**src/rtl/m_m_game_master.sv**
```systemverilog
// rtl/m_m_game_master.sv - four-round game session sequencer driving an up/down counter
module m_m_game_master #(
    parameter int TIMEOUT = 200
) (
    input  logic       clk,
    input  logic       reset,
    input  logic       start,
    input  logic [2:0] seq_val,
    input  logic       gameover,
    input  logic [1:0] who,
    output logic [1:0] ctrl,
    output logic [2:0] initial_val,
    output logic       init,
    output logic       counter_reset,
    output logic       busy,
    output logic       done,
    output logic [1:0] round,
    output logic [2:0] score_w,
    output logic [2:0] score_l,
    output logic [2:0] timeout_cnt,
    output logic       err
);

    typedef enum logic [2:0] {
        IDLE = 3'd0,
        RST  = 3'd1,
        LOAD = 3'd2,
        RUN  = 3'd3,
        DONE = 3'd4
    } state_t;

    localparam logic [7:0] WD_LAST = 8'(TIMEOUT - 1);

    state_t     state, state_nxt;
    logic [7:0] wdog;
    logic [1:0] ctrl_q;
    logic [2:0] ival_q;
    logic [2:0] load_val;
    logic       wd_expire;
    logic       leave_run;

    assign load_val  = seq_val + {1'b0, round};
    assign wd_expire = (wdog == WD_LAST);
    assign leave_run = (state == RUN) && (gameover || wd_expire);

    always_comb begin
        state_nxt     = state;
        init          = 1'b0;
        counter_reset = reset;
        busy          = 1'b0;
        done          = 1'b0;
        ctrl          = ctrl_q;
        initial_val   = ival_q;
        case (state)
            IDLE: if (start) state_nxt = RST;
            RST: begin
                state_nxt     = LOAD;
                counter_reset = 1'b1;
                busy          = 1'b1;
            end
            LOAD: begin
                // Load values are presented combinationally so they are valid with the init strobe.
                state_nxt   = RUN;
                init        = 1'b1;
                busy        = 1'b1;
                ctrl        = round;
                initial_val = load_val;
            end
            RUN: begin
                busy = 1'b1;
                if (leave_run) state_nxt = (round == 2'd3) ? DONE : RST;
            end
            DONE: begin
                done = 1'b1;
                if (start) state_nxt = RST;
            end
            default: state_nxt = IDLE;
        endcase
    end

    always_ff @(posedge clk) begin
        if (reset) begin
            state       <= IDLE;
            wdog        <= '0;
            ctrl_q      <= '0;
            ival_q      <= '0;
            round       <= '0;
            score_w     <= '0;
            score_l     <= '0;
            timeout_cnt <= '0;
            err         <= 1'b0;
        end else begin
            state <= state_nxt;
            case (state)
                IDLE, DONE: begin
                    if (start) begin
                        round       <= '0;
                        score_w     <= '0;
                        score_l     <= '0;
                        timeout_cnt <= '0;
                        err         <= 1'b0;
                    end
                end
                LOAD: begin
                    ctrl_q <= round;
                    ival_q <= load_val;
                    wdog   <= '0;
                end
                RUN: begin
                    wdog <= wdog + 8'd1;
                    // A game result wins over a coincident watchdog expiry.
                    if (gameover) begin
                        case (who)
                            2'b01:   score_w <= score_w + 3'd1;
                            2'b10:   score_l <= score_l + 3'd1;
                            default: err     <= 1'b1;
                        endcase
                    end else if (wd_expire) begin
                        timeout_cnt <= timeout_cnt + 3'd1;
                    end
                    if (leave_run && round != 2'd3) round <= round + 2'd1;
                end
                default: ;
            endcase
        end
    end

endmodule

```
**config.mk**
```make
export PLATFORM = sky130hd
export DESIGN_NAME = m_m_game_master
export DESIGN_NICKNAME = d
export VERILOG_FILES = /design/src/rtl/m_m_game_master.sv
export SDC_FILE = /design/constraint.sdc
export NUM_CORES = 1
export LEC_CHECK = 0
export CAP_MARGIN = 30
export CELL_PAD_IN_SITES_DETAIL_PLACEMENT = 1
export CELL_PAD_IN_SITES_GLOBAL_PLACEMENT = 2
export CORE_ASPECT_RATIO = 1.4
export CORE_UTILIZATION = 30
export CTS_BUF_LIST = sky130_fd_sc_hd__clkbuf_4 sky130_fd_sc_hd__clkbuf_8 sky130_fd_sc_hd__clkbuf_16
export DETAILED_ROUTE_END_ITERATION = 10
export PLACE_DENSITY = 0.89
export RECOVER_POWER = 50
export SETUP_SLACK_MARGIN = 0.02
export SYNTH_ARGS = -nofsm -noshare
export SYNTH_HDL_FRONTEND = slang
export SYNTH_SLANG_ARGS = --single-unit
```
**constraint.sdc**
```tcl
create_clock -name clk -period 1.9 [get_ports clk]
set_input_delay 0.19 -clock clk [delete_from_list [all_inputs] [get_ports clk]]
set_output_delay 0.19 -clock clk [all_outputs]
set_load 0.01 [all_outputs]
```
Word-level counts from Yosys, hierarchy flattened --
Index checks and enable logic that the tools add are counted.
Cells by class: add/sub/neg operators 6, eq/ne operators 18, reduce and logical (&&, ||, !) cells 15, mux-type cells 28
Operators by type and width (count):
- $mux 3 | 11
- $pmux 3 s2 | 3
- $pmux 8 s2 | 1
- $reduce_and 4->1 | 4
- $ne 2x2->1 const B | 6
- $pmux 3 s4 | 1
- $add 3x1->3 const B | 3
- $add 8x1->8 const B | 1
- $eq 8x8->1 const B | 1
- $ne 2x1->1 const B | 4
- $mux 1 | 7
- $eq 3x2->1 const B | 2
- $mux 2 | 3
- $eq 2x2->1 const B | 2
- $pmux 2 s2 | 1
- $reduce_bool 2->1 | 2
- $reduce_or 2->1 | 2
- $add 3x2->3 | 1
- $eq 3x1->1 const B | 1
- $eq 3x3->1 const B | 1
- $logic_not 3->1 | 1
- $reduce_and 3->1 | 1
- $reduce_or 3->1 | 1
- $add 2x1->2 const B | 1
- other kinds (5) | 6
Word-level totals: word-level logic and storage cells 76, bits of input ports 9, output and inout port bits 21, register bits after elaboration 28

Longest topological paths before layout --
depth in word-level cells 6, mapped depth 6, mapped depth without buffers 6

Least setup slack after synthesis --
No wires, ideal clock.
kind reg2reg, start register round[0], end register ival_q[2], slack 304 ps, arrival 1531 ps, period minus slack after synthesis 1596 ps, stages on the path, launching flop included 7, required time 1834 ps, buffers on the path 0, library setup time 66 ps, path through dfxtp_1 > ha_1 > inv_1 > fa_1 > xor2_1 > o21ai_1 > nor2b_1
Between the ends: word-level cells in the longest chain between the ends 2
Ends and longest elaborated chain:
- start: declaration | line 17 | output logic [1:0] round,
- start signal: assignment | line 121 | if (leave_run && round != 2'd3) round <= round + 2'd1;
- $add 3x2->3 | line 42 | assign load_val = seq_val + {1'b0, round};
- $mux 3
- named net initial_val[2] | line 12 | output logic [2:0] initial_val,
- end signal: assignment | line 106 | ival_q <= load_val;
- end: declaration | line 37 | logic [2:0] ival_q;
The timed path passes the listed nets, and every way through them passes these cells. A chain may end at the register's enable or synchronous reset.

Worst setup path in the final report --
start register state[0], end output ctrl[0]
Between the ends: word-level cells in the longest chain between the ends 2
Ends and longest elaborated chain:
- start: declaration | line 34 | state_t state, state_nxt;
- start signal: assignment | line 93 | state <= state_nxt;
- $eq 3x2->1 | line 54 | case (state)
- $mux 2 | line 54
- end: declaration | line 11 | output logic [1:0] ctrl,
Every way passes these cells.

==> results.sh <==
export IMPL_status="finished clean"
export IMPL_yosysWarnings=0
export IMPL_p_total_uw=1170
export IMPL_multiInputGateArea_um2=862
export IMPL_ys_types=50
export IMPL_seq_area_frac_synth_pct=37.9
export IMPL_drv_cap=0
export IMPL_layout_common_cells="dfxtp_1, buf_4, nor2_1, a21oi_1, clkdlybuf4s50_1"
export IMPL_tightest_slew_ns=0.354
export IMPL_regArea_um2=563
export IMPL_min_period_ns=1.86
export IMPL_post_synth_cell_area_avg_um2=9.07
export IMPL_clock_latency_ns=0.27
export IMPL_cellPowerDensity_nw_per_um2=590
export IMPL_wl_mm=3.79
export IMPL_antenna_cells=0
export IMPL_dieHeight_um=85.0
export IMPL_synthSimpleGateAreaFrac_pct=24.6
export IMPL_path_delay_family="simple AND/OR/NAND/NOR gates"
export IMPL_clock_path_buffers=2
export IMPL_detail_route_vias_per_cell=5.05
export IMPL_synth_xor_area_share_pct=2.37
export IMPL_max_stage_delay_ns=0.45
export IMPL_grt_pass1_vias=1353
export IMPL_postSynthCellCount=163
export IMPL_nFillCells=566
export IMPL_worstSetupEndpointType="output port"
export IMPL_peakVddDrop_mv=0.264
export IMPL_slew_violations=0
export IMPL_num_rows=29
export IMPL_cts_made_buffers=3
export IMPL_nets=220
export IMPL_synthMuxAreaShare_pct=3.56
export IMPL_layout_setup_ws_ns=0.0446
export IMPL_rsz0062_at_grt="no"
export IMPL_grt_use_total_pct=15.6
export IMPL_holdPathStages=4
export IMPL_postPlaceCellArea_um2=1890
export IMPL_synth_edf_count=0
export IMPL_drive_above_1_share_pct=17.9
export IMPL_core_um2=4640
export IMPL_cp_max_fo=6
export IMPL_root_buffer="clkbuf_8"
export IMPL_antenna_found_initial=0
export IMPL_dpl_worst_slack_ns=-0.396
export IMPL_arrival_ns=1.67
export IMPL_dr_pass1_iters=4
export IMPL_io_pins=30
export IMPL_die_area_um2=5210
export IMPL_antenna_left=0
export IMPL_initial_core_util_pct=31.8
export IMPL_dpl_hpwl_mm=2.90
export IMPL_finalCritPeriodShare_pct=97.7
export IMPL_htree_num_levels=1
export IMPL_whs_ns=0.466
export IMPL_syn_num_nets=181
export IMPL_p_leak_uw=0.000811
export IMPL_start_kind="flip-flop"
export IMPL_hold_viol=0
export IMPL_synth_flop_cell="dfxtp_1"
export IMPL_num_vias=1328
export IMPL_die_w_um=61.3
export IMPL_critPathRequiredTime_ns=1.71
export IMPL_tns_ns=0
export IMPL_crit_buf_inv=1
export IMPL_drc_errors=0
export IMPL_design_area_um2=1980
export IMPL_min_path_type="in2reg"
export IMPL_cts_hold_buf=0
export IMPL_synth_compound_area_share_pct=18.0
export IMPL_setup_viol=0
export IMPL_crit_chain="or3b_4 > mux2_4 > dlygate4sd2_1"
export IMPL_synth_async_reset_ratio_pct=0
export IMPL_grt_overflow=0
export IMPL_max_freq_ghz=0.539
export IMPL_wl_per_cell_um=14.4
export IMPL_relSlewSlack_pct=76.2
export IMPL_clkSinkCount=28
export IMPL_synth_top_family_by_area="simple AND/OR/NAND/NOR gates"
export IMPL_synth_fa_ha_area_share_pct=8.13
export IMPL_worstSetupPathDepth=3
export IMPL_ys_seq_elements=28
export IMPL_reg2reg_depth=5
export IMPL_io_buffers=29
export IMPL_skew_ns=0.00225
export IMPL_gp_congestion=0.715
export IMPL_mostFrequentLayoutCell="dfxtp_1"
export IMPL_critPathKind="reg2out"
export IMPL_syn_area_um2=1480
export IMPL_crit_slowest_cell="or3b_4"
export IMPL_grt_start_max_net_pins=16
export IMPL_cts_tree="built"
export IMPL_syn2layout_area_growth_pct=34.1
export IMPL_path_clk_slew_ns=0.09
export IMPL_grt_pass1_wl_mm=6.22
export IMPL_drt_iter0_markers=40
[cell families (layout without fill, tap and decap cells)]
family | Yosys count | in the layout
and+or+nand+nor | 58 | 58
AOI/OAI and AO/OA | 40 | 40
DFF | 28 | 28
buffers and inverters | 19 | 57
adders and majority gates | 9 | 9
muxes | 5 | 5
xor gates and xnor gates | 4 | 4
[power by group]
group	leakage (µW)	internal (µW)	switching (µW)
clock	0.0000288	185	182
combinational	0.000556	95.8	103
sequential	0.000227	597	5.83
[what timing repair did]
action,CTS,global route
setup endpoints to repair,6,5
resized for setup,15,9
cloned,0,0
pin swaps,0,4
buffers inserted,0,2
[worst reg2reg max path: stages, from the launching register on]
cell and delay [ns]:
dfxtp_1 0.38, ha_1 0.26, nand4_1 0.24, nor4_4 0.40, a211oi_1 0.13, a31o_1 0.20
[state kept, by name, summed over array words and instances, names as in the netlist]
name	count
wdog	8
ival_q	3
score_l	3
score_w	3
state	3
timeout_cnt	3
ctrl_q	2
round	2
err	1
[per-layer routing]
layer	up-vias	part of all wire, %	wire, µm	track usage, %
met5	-	0	0	0
met4	0	1.1	40	4.96
met3	2	1.6	59	1.83
met2	19	59	2220	29.2
met1	653	39	1470	17.4
li1	654	-	-	-
[layout make-up]
type | count | area share, %
well taps | 62 | 3.91
clock buffers | 4 | 2.78
flip-flops and latches | 28 | 28.4
multi-input cells | 116 | 43.5
repair buffers | 43 | 19.5
inverters | 10 | 1.89
[stage by stage]
stage,utilization [%],cells
after CTS,42.0,261
final,42.7,263
after global placement,40.8,257
after floorplan,-,163
after detailed placement,40.8,257
after global routing,42.7,263
[synth_stat cells (2+ instances only)]
library cell	instances	area, µm²
ha_1	8	100
or4_1	3	22.5
or3b_1	2	17.5
a211oi_1	3	22.5
nand3_1	4	20.0
mux2_1	2	22.5
o311ai_0	2	17.5
o21ai_1	4	20.0
nand2_1	7	26.3
clkbuf_1	4	15.0
xor2_1	3	26.3
nor2_1	12	45.0
o211ai_1	2	15.0
nand2b_1	5	31.3
o21ai_0	4	20.0
nand3b_1	3	22.5
nor2b_1	6	37.5
a21oi_1	12	60.1
nand4_1	2	12.5
inv_1	10	37.5
mux2i_1	3	30.0
dfxtp_1	28	561
buf_2	4	20.0
or3_1	3	18.8
a21o_1	2	15.0
[worst paths after layout]
kind                                             from                           to  slack (ns)
worst max-delay path            state[0]$_SDFFE_PP0P_                      ctrl[0]        0.04
worst min-delay path                       seq_val[0]         ival_q[0]$_SDFF_PP0_        0.47
worst max register to register   wdog[0]$_SDFFE_PP0P_  timeout_cnt[2]$_SDFFE_PP0P_        0.19
worst min register to register       err$_SDFFE_PP0P_             err$_SDFFE_PP0P_        0.49
(Power assumes the default switching activity.)
